<file path="src/rtl/reset_sequencer.sv">
// Multi-channel reset sequencer: power-on hold, debounced button and software
// reset, staged per-channel release (channel 0 first) and last-cause reporting.
module reset_sequencer #(
  parameter int NUM_CH          = 4,
  parameter int CNT_WIDTH       = 8,
  parameter int POR_CYCLES      = 7,
  parameter int HOLD_CYCLES     = 7,
  parameter int STAGE_CYCLES    = 4,
  parameter int DEBOUNCE_CYCLES = 3
) (
  input  logic              clk,
  input  logic              i_rst,
  input  logic              i_rst_button,
  input  logic              i_sw_rst,
  output logic [NUM_CH-1:0] o_rst,
  output logic              o_ready,
  output logic [1:0]        o_cause
);

  localparam int STAGE_W = (NUM_CH > 1) ? $clog2(NUM_CH) : 1;

  localparam logic [CNT_WIDTH-1:0] CNT_ONE    = CNT_WIDTH'(1);
  localparam logic [CNT_WIDTH-1:0] POR_LOAD   = CNT_WIDTH'(POR_CYCLES);
  localparam logic [CNT_WIDTH-1:0] HOLD_LOAD  = CNT_WIDTH'(HOLD_CYCLES);
  localparam logic [CNT_WIDTH-1:0] STAGE_LOAD = CNT_WIDTH'(STAGE_CYCLES);
  localparam logic [CNT_WIDTH-1:0] DB_LAST    = CNT_WIDTH'(DEBOUNCE_CYCLES - 1);
  localparam logic [STAGE_W-1:0]   STAGE_ONE  = STAGE_W'(1);
  localparam logic [STAGE_W-1:0]   LAST_STAGE = STAGE_W'(NUM_CH - 1);

  localparam logic [1:0] CAUSE_POR = 2'b00;
  localparam logic [1:0] CAUSE_BTN = 2'b01;
  localparam logic [1:0] CAUSE_SW  = 2'b10;

  typedef enum logic [1:0] {POR, HOLD, RELEASE, RUN} state_t;

  logic                 btn_meta = 1'b0;
  logic                 btn_sync = 1'b0;
  logic                 btn_db   = 1'b0;
  logic                 btn_rise = 1'b0;
  logic [CNT_WIDTH-1:0] db_cnt   = '0;

  state_t               state    = POR;
  logic [CNT_WIDTH-1:0] cnt      = POR_LOAD;
  logic [STAGE_W-1:0]   stage    = '0;
  logic [NUM_CH-1:0]    rst_q    = '1;
  logic                 ready_q  = 1'b0;
  logic [1:0]           cause_q  = CAUSE_POR;

  // The synchroniser is deliberately left out of i_rst so the button is
  // still tracked while the rest of the block is held in reset.
  always_ff @(posedge clk) begin
    btn_meta <= i_rst_button;
    btn_sync <= btn_meta;
  end

  always_ff @(posedge clk) begin
    if (i_rst) begin
      btn_db   <= 1'b0;
      db_cnt   <= '0;
      btn_rise <= 1'b0;
    end else begin
      btn_rise <= 1'b0;
      if (btn_sync == btn_db) begin
        db_cnt <= '0;
      end else if (db_cnt >= DB_LAST) begin
        btn_db   <= btn_sync;
        db_cnt   <= '0;
        btn_rise <= btn_sync;
      end else begin
        db_cnt <= db_cnt + CNT_ONE;
      end
    end
  end

  // btn_rise is a one-cycle pulse on the debounced press, so a button held
  // through RUN cannot retrigger until it has been released and pressed again.
  always_ff @(posedge clk) begin
    if (i_rst) begin
      state   <= POR;
      cnt     <= POR_LOAD;
      stage   <= '0;
      rst_q   <= '1;
      ready_q <= 1'b0;
      cause_q <= CAUSE_POR;
    end else begin
      unique case (state)
        POR, HOLD: begin
          rst_q   <= '1;
          ready_q <= 1'b0;
          if (state == HOLD && btn_db) begin
            cnt <= HOLD_LOAD;
          end else if (cnt != '0) begin
            cnt <= cnt - CNT_ONE;
          end else if (!btn_db) begin
            state <= RELEASE;
            cnt   <= STAGE_LOAD;
            stage <= '0;
          end
        end
        RELEASE, RUN: begin
          if (btn_rise || i_sw_rst) begin
            state   <= HOLD;
            cnt     <= HOLD_LOAD;
            rst_q   <= '1;
            ready_q <= 1'b0;
            cause_q <= btn_rise ? CAUSE_BTN : CAUSE_SW;
          end else if (state == RELEASE) begin
            if (cnt <= CNT_ONE) begin
              rst_q[stage] <= 1'b0;
              cnt          <= STAGE_LOAD;
              if (stage == LAST_STAGE) begin
                state   <= RUN;
                ready_q <= 1'b1;
              end else begin
                stage <= stage + STAGE_ONE;
              end
            end else begin
              cnt <= cnt - CNT_ONE;
            end
          end else begin
            rst_q   <= '0;
            ready_q <= 1'b1;
          end
        end
        default: state <= POR;
      endcase
    end
  end

  assign o_rst   = rst_q;
  assign o_ready = ready_q;
  assign o_cause = cause_q;

endmodule

</file>
<file path="config.mk">
export PLATFORM = sky130hd
export DESIGN_NAME = reset_sequencer
export DESIGN_NICKNAME = d
export VERILOG_FILES = /design/src/rtl/reset_sequencer.sv
export SDC_FILE = /design/constraint.sdc
export NUM_CORES = 1
export LEC_CHECK = 0
export CAP_MARGIN = 20
export CORE_AREA = 2 2 42 73
export CTS_BUF_LIST = sky130_fd_sc_hd__clkbuf_16
export DETAILED_ROUTE_END_ITERATION = 12
export DIE_AREA = 0 0 44 75
export MAX_ROUTING_LAYER = met4
export PLACE_DENSITY = 0.79
export SLEW_MARGIN = 20
export SYNTH_ARGS = -nofsm -noshare
export SYNTH_HDL_FRONTEND = slang
export SYNTH_SLANG_ARGS = --single-unit
</file>
<file path="constraint.sdc">
create_clock -name clk -period 2.2 [get_ports clk]
set_input_delay 0.22 -clock clk [delete_from_list [all_inputs] [get_ports clk]]
set_output_delay 0.22 -clock clk [all_outputs]
set_load 0.005 [all_outputs]
</file>
==> flow_summary.yaml, run 1 <==
synth:
  synth_top_area_cell: "dfxtp_1"
  synth_seq_cells: 31
  syn-instance-count: 162
  avgSynthCellArea_um2: 8.905
  ys_async_sr_fraction_pct: 0
  synthesis.area_mm2: 0.001443
  yosysWarnings: 0
  seq_area_frac_synth_pct: 43.02
  netlist.area_leader.share_pct: 43.02
  ys_types: 40
  synth_edf_count: 0
  ys.flop_type: "dfxtp_1"
  yosys-top-cells-area: "dfxtp_1 (43%), ha_1 (7.8%), nor2_1 (6.0%), nand2_1 (3.4%), o21ai_0 (3.1%)"
clock_network:
  cts_hold_buf: 0
  post_cts_buffers: 0
  clock_path_buffers: 2
  cts_tree: "yes"
  numCtsBuffers: 5
  cts.htree.levels: 2
  root_buffer: "clkbuf_16"
  cts.sinks: 31
  cts_resized: 0
  clk_latency_ns: 0.27
  clk_pin_slew_ns: 0.05
grt:
  grt_pass1_vias: 1191
  grt_antenna_before_repair: 0
  grt_pass1_wl_um: 5002
  grt-ovfl-total: 0
  track_usage_pct: 21.28
  grt_max_degree: 15
placement:
  place_area_mm2: 0.001599
  port_buffers: 10
  hpwl_um: 2228
  gp_congestion: 0.8063
  pre_cts_ws_ns: 0.1443
cells_and_area:
  drive_gt1_share_pct: 9.836
  diodes: 0
  fin_nets: 195
  area_growth_pct: 22.20
  multi_input_comb_area_um2: 792.0
  fin_area_mm2: 0.001763
  regArea_um2: 620.6
  nFillCells: 229
floorplanning:
  die-width_um: 44
  start_util_pct: 53.63
  core-area_mm2: 0.002690
  die_h_um: 75
  core.rowCount: 25
  ios: 11
  dieArea_mm2: 0.003300
timing:
  finalSetupViolCount: 1
  slew_violations: 0
  post-route-period-util_pct: 100.1
  hold_viol: 0
  rsz0062_at_grt: "no"
  finClkSkew_ns: 0.002032
  period_needed_ns: 2.202
  max_slew.worst_pin.slew_ns: 0.6287
  worst_slack_ns: -0.002413
  fmax_ghz: 0.4540
  relSlewSlack_pct: 57.70
power_and_ir_drop:
  power.share.switching_pct: 19.64
  internal-power_mw: 1.132
  comb_power_share_pct: 4.7
  power.leakage_nw: 0.6625
  power.switching_mw: 0.2767
  ir_drop_uv: 841.9
  p_seq_share_pct: 42.1
  cellPowerDensity_mw_per_mm2: 799.3
  pwr-share-clk_pct: 53.2
  total_power_mw: 1.409
worst_setup_path:
  r2r_start: "cnt[0]$_SDFFE_PP1P_"
  slowest_stage: "a2111oi_0"
  cp-start-kind: "flip-flop"
  path_delay_family: "compound AO/OA/AOI/OAI gates"
  path_cells: "inv_1, ha_1, nor2_1, nor3_4, a2111oi_0, o21ai_0, nor2b_1"
  slowest_delay_ns: 0.56
  end_kind: "flip-flop"
  required_ns: 2.35
  crit_start: "cnt[0]$_SDFFE_PP1P_"
  arrival_ns: 2.35
  crit_fanout: 6
  crit_type: "flip-flop to flip-flop"
  crit_buf_inv: 1
drt:
  wl_per_cell_um: 14.10
  drt_first_pass_iters: 4
  dr_total_vias: 1214
  drc: 0
  via_per_inst: 5.781
  dr.first_iter.drc_count: 53
  ant_nets: 0
  routed_wl_um: 2960
run_status:
  status: "finished with violations"
  violations: "setup timing"
worst_hold_path:
  hold_path.class: "flip-flop to flip-flop"
  hp-start: "btn_meta$_DFF_P_"
run:
  drv_cap: 0
==> worst register-to-register path, stage by stage (launching register included) <==
cell,delay (ns)
dfxtp_1,0.42
inv_1,0.09
ha_1,0.25
nor2_1,0.34
nor3_4,0.09
a2111oi_0,0.56
o21ai_0,0.16
nor2b_1,0.15
==> worst paths after layout <==
path / cells after the start / slack, ns / end
setup / recovery: 7 / -0.002 / state[0]$_SDFFE_PP0P_
hold / removal: 0 / 0.34 / btn_sync$_DFF_P_
setup reg to reg: 7 / -0.002 / state[0]$_SDFFE_PP0P_
hold reg to reg: 0 / 0.34 / btn_sync$_DFF_P_
==> layout by cell type (no fill, tap or decap), types with 3 or more instances in the layout <==
cell and n:
buf_4 3, nand2b_1 4, clkdlybuf4s50_1 10, dfxtp_1 31
xnor2_1 3, ha_1 9, nand3_1 4, a21oi_1 8
nor2_1 23, conb_1 5, inv_1 8, clkbuf_16 5
o21ai_0 9, nor4_1 7, nor3_1 3, nor3b_1 3
nand2_1 13
==> cell families (layout without fill, tap and decap cells) <==
family | count (synthesis) | in the layout | synth area share, %
fa+ha+maj | 9 | 9 | 7.806
xor+xnor | 3 | 3 | 1.822
flops | 31 | 31 | 43.02
other cells | 1 | 5 | 0.2599
compound gates | 37 | 37 | 18.65
buf+inv | 12 | 29 | 3.122
mux | 1 | 1 | 0.6939
simple gates | 68 | 68 | 24.63
==> synth_stat cells (all sizes together), types with 3 or more instances <==
library cell	count
a21oi	8
nand3	4
o21ai	10
nor3	4
nor4	8
inv	8
nor2	23
nand2b	4
nand2	13
xnor2	3
nor3b	3
clkbuf	4
ha	9
dfxtp	31
==> metrics by stage <==
step                      hold slack, ns  utilization [%]  setup TNS, ns  std cells
after detailed placement          0.3350            59.44              0        202
after global placement            0.3133            59.44              0        202
after CTS                         0.3463            65.53              0        210
final                             0.3392            65.53      -0.002413        210
after floorplan                   0.2477                -              0        166
after global routing              0.3467            65.53              0        210
==> final cells by class <==
class | instances | area share [%]
Clock buffer | 5 | 7.097
Clock inverter | 3 | 2.200
Inverter | 8 | 1.703
Multi-Input combinational cell | 123 | 44.93
Sequential cell | 31 | 35.20
Tap cell | 27 | 1.916
Timing Repair Buffer | 13 | 6.955
==> power by group through the flow <==
| stage | clock network [mW] | registers (mW) | logic, mW |
|---|---|---|---|
| floorplan | 0 | 0.598 | 0.0482 |
| global placement | 0 | 0.602 | 0.0612 |
| detailed placement | 0 | 0.603 | 0.0652 |
| CTS | 0.767 | 0.592 | 0.0658 |
| global route | 0.791 | 0.594 | 0.0743 |
| finish | 0.750 | 0.593 | 0.0662 |
==> state kept, by name (all words and copies together), names as in the netlist <==
signal	cells
state	2
cnt	8
btn_rise	1
btn_db	1
btn_sync	1
btn_meta	1
o_ready	1
db_cnt	8
stage	2
o_rst	4
o_cause	2
==> metal layers <==
layer | vias to the layer above | wire (µm) | GRT usage [%]
met1 | 558 | 1109 | 21.00
met3 | 9 | 100 | 5.036
met5 | - | 0 | -
li1 | 615 | - | -
met4 | 0 | 63 | 12.46
met2 | 32 | 1687 | 36.93
(Power assumes the default switching activity.)
==> inputs of run 2 (changes only) <==
--- a/config.mk
+++ b/config.mk
@@ -12,6 +12,7 @@
 export DIE_AREA = 0 0 44 75
 export MAX_ROUTING_LAYER = met4
 export PLACE_DENSITY = 0.79
+export SETUP_SLACK_MARGIN = 0.05
 export SLEW_MARGIN = 20
 export SYNTH_ARGS = -nofsm -noshare
 export SYNTH_HDL_FRONTEND = slang
==> run 2 against run 1 <==
Effect of this change: the run now ends clean; clock skew barely moved; setup slack better by 0.097 ns; clock power about the same; maximum frequency increased by 4.6%; non-clock buffer count stayed put; critical path type unchanged; largest power group unchanged.
==> flow_summary.yaml, run 2 (synthesized netlist as in run 1, its figures left out) <==
timing:
  fin_tns_setup_ns: 0
  post-route-period-util_pct: 95.68
  hold_viol: 0
  max_slew.worst_pin.slew_ns: 0.6154
  slew_violations: 0
  relSlewSlack_pct: 58.60
  rsz0062_at_grt: "no"
  finClkSkew_ns: 0.001682
  finalSetupViolCount: 0
  fmax_ghz: 0.4750
  period_needed_ns: 2.105
worst_setup_path:
  slowest_stage: "a2111oi_0"
  required_ns: 2.35
  crit_start: "cnt[0]$_SDFFE_PP1P_"
  crit_fanout: 6
  ff2ff_setup_slack_ns: 0.09
  crit_buf_inv: 1
  crit_type: "flip-flop to flip-flop"
  reg2reg_to: "state[0]$_SDFFE_PP0P_"
  r2r_start: "cnt[0]$_SDFFE_PP1P_"
  arrival_ns: 2.25
  cp-start-kind: "flip-flop"
  path_delay_family: "compound AO/OA/AOI/OAI gates"
  end_kind: "flip-flop"
  path_cells: "inv_1, ha_1, nor2_2, nor3_4, a2111oi_0, o21ai_0, nor2b_1"
  reg2reg_depth: 7
  slowest_delay_ns: 0.56
  cp.depth: 7
  crit_end: "state[0]$_SDFFE_PP0P_"
drt:
  wl_per_cell_um: 14.07
  routed_wl_um: 2955
  via_per_inst: 5.733
  drt_first_pass_iters: 4
  dr.first_iter.drc_count: 53
  drc: 0
  ant_nets: 0
  dr_total_vias: 1204
floorplanning:
  core-area_mm2: 0.002690
  die-width_um: 44
  start_util_pct: 53.63
  core.rowCount: 25
  die_h_um: 75
  dieArea_mm2: 0.003300
  ios: 11
grt:
  grt-ovfl-total: 0
  grt_max_degree: 15
  track_usage_pct: 21.28
  grt_pass1_wl_um: 5002
  grt_antenna_before_repair: 0
  grt_pass1_vias: 1191
run_status:
  status: "completed"
placement:
  gp_congestion: 0.8063
  hpwl_um: 2228
  placed_cells: 202
  place_area_mm2: 0.001599
  port_buffers: 10
clock_network:
  clock_path_buffers: 2
  numCtsBuffers: 5
  cts_tree: "yes"
  root_buffer: "clkbuf_16"
  clk_pin_slew_ns: 0.05
  cts_hold_buf: 0
  cts.htree.levels: 2
  cts.sinks: 31
  clk_latency_ns: 0.27
cells_and_area:
  drive_gt1_share_pct: 10.38
  final_cell_count_no_fill: 210
  fin_nets: 195
  diodes: 0
  fin_area_mm2: 0.001765
  area_growth_pct: 22.38
  layout_commonest_cell: "dfxtp_1"
  layout_common_cells: "dfxtp_1 (31), nor2_1 (22), nand2_1 (13), clkdlybuf4s50_1 (10)"
worst_hold_path:
  hold_path.class: "flip-flop to flip-flop"
  hp-start: "btn_meta$_DFF_P_"
power_and_ir_drop:
  ir_drop_uv: 842.0
  power.leakage_nw: 0.6632
  cellPowerDensity_mw_per_mm2: 799.5
run:
  drv_cap: 0
==> run 2: cell type report <==
| cell class | instances | area (µm²) |
|---|---|---|
| fill | 229 | 924.6 |
| multi-input combinational | 123 | 794.5 |
| sequential | 31 | 620.6 |
| clock buffer | 5 | 125.1 |
| timing repair buffer | 13 | 122.6 |
| clock inverter | 3 | 38.79 |
| tap | 27 | 33.78 |
| inverter | 8 | 30.03 |
==> run 2: worst min path at each step <==
stage,end,slack (ns),depth (start not counted)
6_report,btn_sync$_DFF_P_,0.34,0
2_1_floorplan,btn_meta$_DFF_P_,0.25,0
4_1_cts,btn_sync$_DFF_P_,0.35,0
5_1_grt,btn_sync$_DFF_P_,0.35,0
3_5_place_dp,btn_sync$_DFF_P_,0.33,0
3_3_place_gp,btn_sync$_DFF_P_,0.31,0
==> run 2: routing by layer <==
| layer | wire length [µm] | track usage [%] | vias to the layer above |
|---|---|---|---|
| li1 | - | - | 611 |
| met1 | 1103 | 21.00 | 554 |
| met2 | 1663 | 36.93 | 28 |
| met3 | 108 | 5.036 | 11 |
| met4 | 79 | 12.46 | 0 |
| met5 | 0 | - | - |
==> run 2: repair_timing <==
item                       4_1_cts  5_1_grt
gates resized for setup          0        1
setup endpoints to repair        0        1
setup buffers                    0        0
==> run 2: metrics by stage <==
| step | hold slack (ns) | power, mW | setup WS, ns | util [%] |
|---|---|---|---|---|
| 2_1_floorplan | 0.2477 | 0.6463 | 0.4094 | - |
| 3_3_place_gp | 0.3133 | 0.6633 | 0.2290 | 59.44 |
| 3_5_place_dp | 0.3350 | 0.6686 | 0.1443 | 59.44 |
| 4_1_cts | 0.3463 | 1.425 | 0.1198 | 65.53 |
| 5_1_grt | 0.3467 | 1.461 | 0.1190 | 65.63 |
| 6_report | 0.3394 | 1.412 | 0.09494 | 65.63 |
==> run 2: worst reg2reg max path, stage by stage, from the launching register on <==
cell and delay [ns]:
dfxtp_1 0.42, inv_1 0.09, ha_1 0.26, nor2_2 0.25, nor3_4 0.08, a2111oi_0 0.56, o21ai_0 0.16, nor2b_1 0.15
==> run 2: where the power goes <==
| part | switching [mW] | leakage, nW | internal [mW] |
|---|---|---|---|
| Combinational | 0.0385 | 0.328 | 0.0288 |
| Clock | 0.225 | 0.0812 | 0.526 |
| Sequential | 0.0145 | 0.254 | 0.578 |
| Total | 0.278 | 0.663 | 1.13 |
==> inputs of run 3 (changes only) <==
--- a/config.mk
+++ b/config.mk
@@ -10,8 +10,9 @@
 export CTS_BUF_LIST = sky130_fd_sc_hd__clkbuf_16
 export DETAILED_ROUTE_END_ITERATION = 12
 export DIE_AREA = 0 0 44 75
+export DONT_BUFFER_PORTS = 1
 export MAX_ROUTING_LAYER = met4
-export PLACE_DENSITY = 0.79
+export PLACE_DENSITY = 0.77
 export SETUP_SLACK_MARGIN = 0.05
 export SLEW_MARGIN = 20
 export SYNTH_ARGS = -nofsm -noshare
==> constraint.sdc (replaced) <==
create_clock -name clk -period 1.75 [get_ports clk]
set_input_delay 0.175 -clock clk [delete_from_list [all_inputs] [get_ports clk]]
set_output_delay 0.175 -clock clk [all_outputs]
set_load 0.01 [all_outputs]
==> run 3 against run 2 <==
Effect of this change: the flow now finishes with violations (setup timing); core utilization up 13 points; register-to-register slack got worse by 0.19 ns; total power increased by 19%; wire length grew 38%; clock-buffer cell count stayed put; first-iteration DRC count down 21%; critical path type unchanged; critical endpoint is now cnt[7]$_SDFFE_PP0P_; largest power group unchanged; highest routed layer unchanged.
==> flow_summary.yaml, run 3 (synthesized netlist as in run 1, its figures left out) <==
timing:
  post-route-period-util_pct: 105.7
  relSlewSlack_pct: 60.57
  max_slew.worst_pin.slew_ns: 0.5915
  fmax_ghz: 0.5407
  finalSetupViolCount: 8
  rsz0062_at_grt: "yes"
  fin_tns_setup_ns: -0.3148
  finClkSkew_ns: 0.004344
  slew_violations: 0
  hold_viol: 0
  worst_slack_ns: -0.09959
  period_needed_ns: 1.850
cells_and_area:
  regArea_um2: 634.4
  final_core_util_pct: 78.84
  layout_commonest_cell: "buf_4"
  layout_common_cells: "buf_4 (28), dfxtp_1 (24), nor2_1 (22), nand2_1 (10)"
  drive_gt1_share_pct: 38.24
  diodes: 0
  fin_nets: 217
  area_growth_pct: 47.01
  multi_input_comb_area_mm2: 0.001008
  fin_area_mm2: 0.002121
  nFillCells: 150
drt:
  drt_first_pass_iters: 4
  routed_wl_um: 4078
  dr_total_vias: 1389
  dr.first_iter.drc_count: 42
  wl_per_cell_um: 17.65
  via_per_inst: 6.013
  ant_nets: 0
  drc: 0
grt:
  grt_pass1_wl_um: 5754
  grt-ovfl-total: 0
  track_usage_pct: 24.32
  grt_pass1_vias: 1384
  grt_antenna_before_repair: 0
  grt_max_degree: 19
worst_hold_path:
  whs_path_depth: 1
  hold_path.class: "input port to flip-flop"
clock_network:
  cts.htree.levels: 2
  cts.sinks: 31
  numCtsBuffers: 5
  root_buffer: "clkbuf_16"
  clock_path_buffers: 2
  clk_pin_slew_ns: 0.05
  clk_latency_ns: 0.27
  cts_tree: "yes"
worst_setup_path:
  ff2ff_setup_slack_ns: -0.1
  slowest_delay_ns: 0.58
  crit_type: "flip-flop to flip-flop"
  crit_fanout: 5
  required_ns: 1.91
  slowest_stage: "or4_4"
  arrival_ns: 2.01
  path_cells: "or4_4, nor3_4, buf_6, a2bb2oi_4, nor4_1, o21ba_2"
  end_kind: "flip-flop"
  cp-start-kind: "flip-flop"
  reg2reg_depth: 6
power_and_ir_drop:
  cellPowerDensity_mw_per_mm2: 790.8
  power.leakage_nw: 0.8100
  ir_drop_uv: 715.6
floorplanning:
  die_h_um: 75
  start_util_pct: 53.63
  core.rowCount: 25
  core-area_mm2: 0.002690
  die-width_um: 44
  ios: 11
  dieArea_mm2: 0.003300
placement:
  place_area_mm2: 0.001672
  hpwl_um: 2297
  gp_congestion: 0.8688
  port_buffers: 0
run_status:
  violations: "setup timing"
  status: "finished with violations"
run:
  drv_cap: 0
[run 3: cell types whose count changed in the layout (fill, tap and decap cells not counted), sizes merged]
cell	previous run	this run
clkdlybuf4s50	10	0
bufinv	1	0
dlygate4sd3	0	2
buf	3	32
a2bb2oi	1	2
[run 3: metal layers]
metal  track usage (%)  vias to the layer above  share of wire (%)
met5                 -                        -                  0
met4             13.80                        0                4.2
met3             5.276                       19                3.8
met2             45.42                       49                 58
met1             21.56                      659                 34
li1                  -                      662                  -
[run 3: path summary, 6_finish.rpt]
path,from,end
min,i_rst,cnt[6]$_SDFFE_PP0P_
max reg2reg,cnt[6]$_SDFFE_PP0P_,cnt[7]$_SDFFE_PP0P_
min reg2reg,btn_meta$_DFF_P_,btn_sync$_DFF_P_
max,cnt[6]$_SDFFE_PP0P_,cnt[7]$_SDFFE_PP0P_
[run 3: cell type report]
| class | instances | share of cell area, % |
|---|---|---|
| Timing Repair Buffer | 34 | 12.98 |
| Multi-Input combinational cell | 124 | 47.55 |
| Tap cell | 27 | 1.593 |
| Clock inverter | 2 | 0.4130 |
| Inverter | 8 | 1.652 |
| Sequential cell | 31 | 29.91 |
| Clock buffer | 5 | 5.900 |
[run 3: power breakdown]
part	switching, mW	internal, mW	leakage (nW)
clock network	0.279	0.508	0.0671
registers	0.0174	0.726	0.256
logic	0.0728	0.0734	0.487
[run 3: per-stage QoR]
stage                     total power, mW  std cells  hold WS (ns)  setup slack [ns]
after floorplan                    0.8129        166        0.2027          -0.02798
after global placement             0.8395        214        0.2028          -0.03870
after detailed placement           0.8460        214        0.2028           -0.1240
after CTS                           1.639        224       0.03018          -0.07487
after global routing                1.731        231       0.01290           -0.1294
final                               1.677        231       0.02172          -0.09959
[run 3: repair_timing]
| item | in CTS | in global routing |
|---|---|---|
| setup endpoints to repair | 17 | 20 |
| setup buffers | 0 | 7 |
| cloned | 1 | 0 |
| pin swaps | 2 | 19 |
| gates resized for setup | 8 | 49 |
| hold buffers | 2 | 0 |
| endpoints found under the hold margin | 8 | 0 |
[run 3: worst max-delay path, delay by kind of cell, from the launching register on]
kind,cells,cell delay (ns)
AOI/OAI and AO/OA,2,0.42
buffers and inverters,1,0.14
DFF,1,0.32
and+or+nand+nor,3,0.85
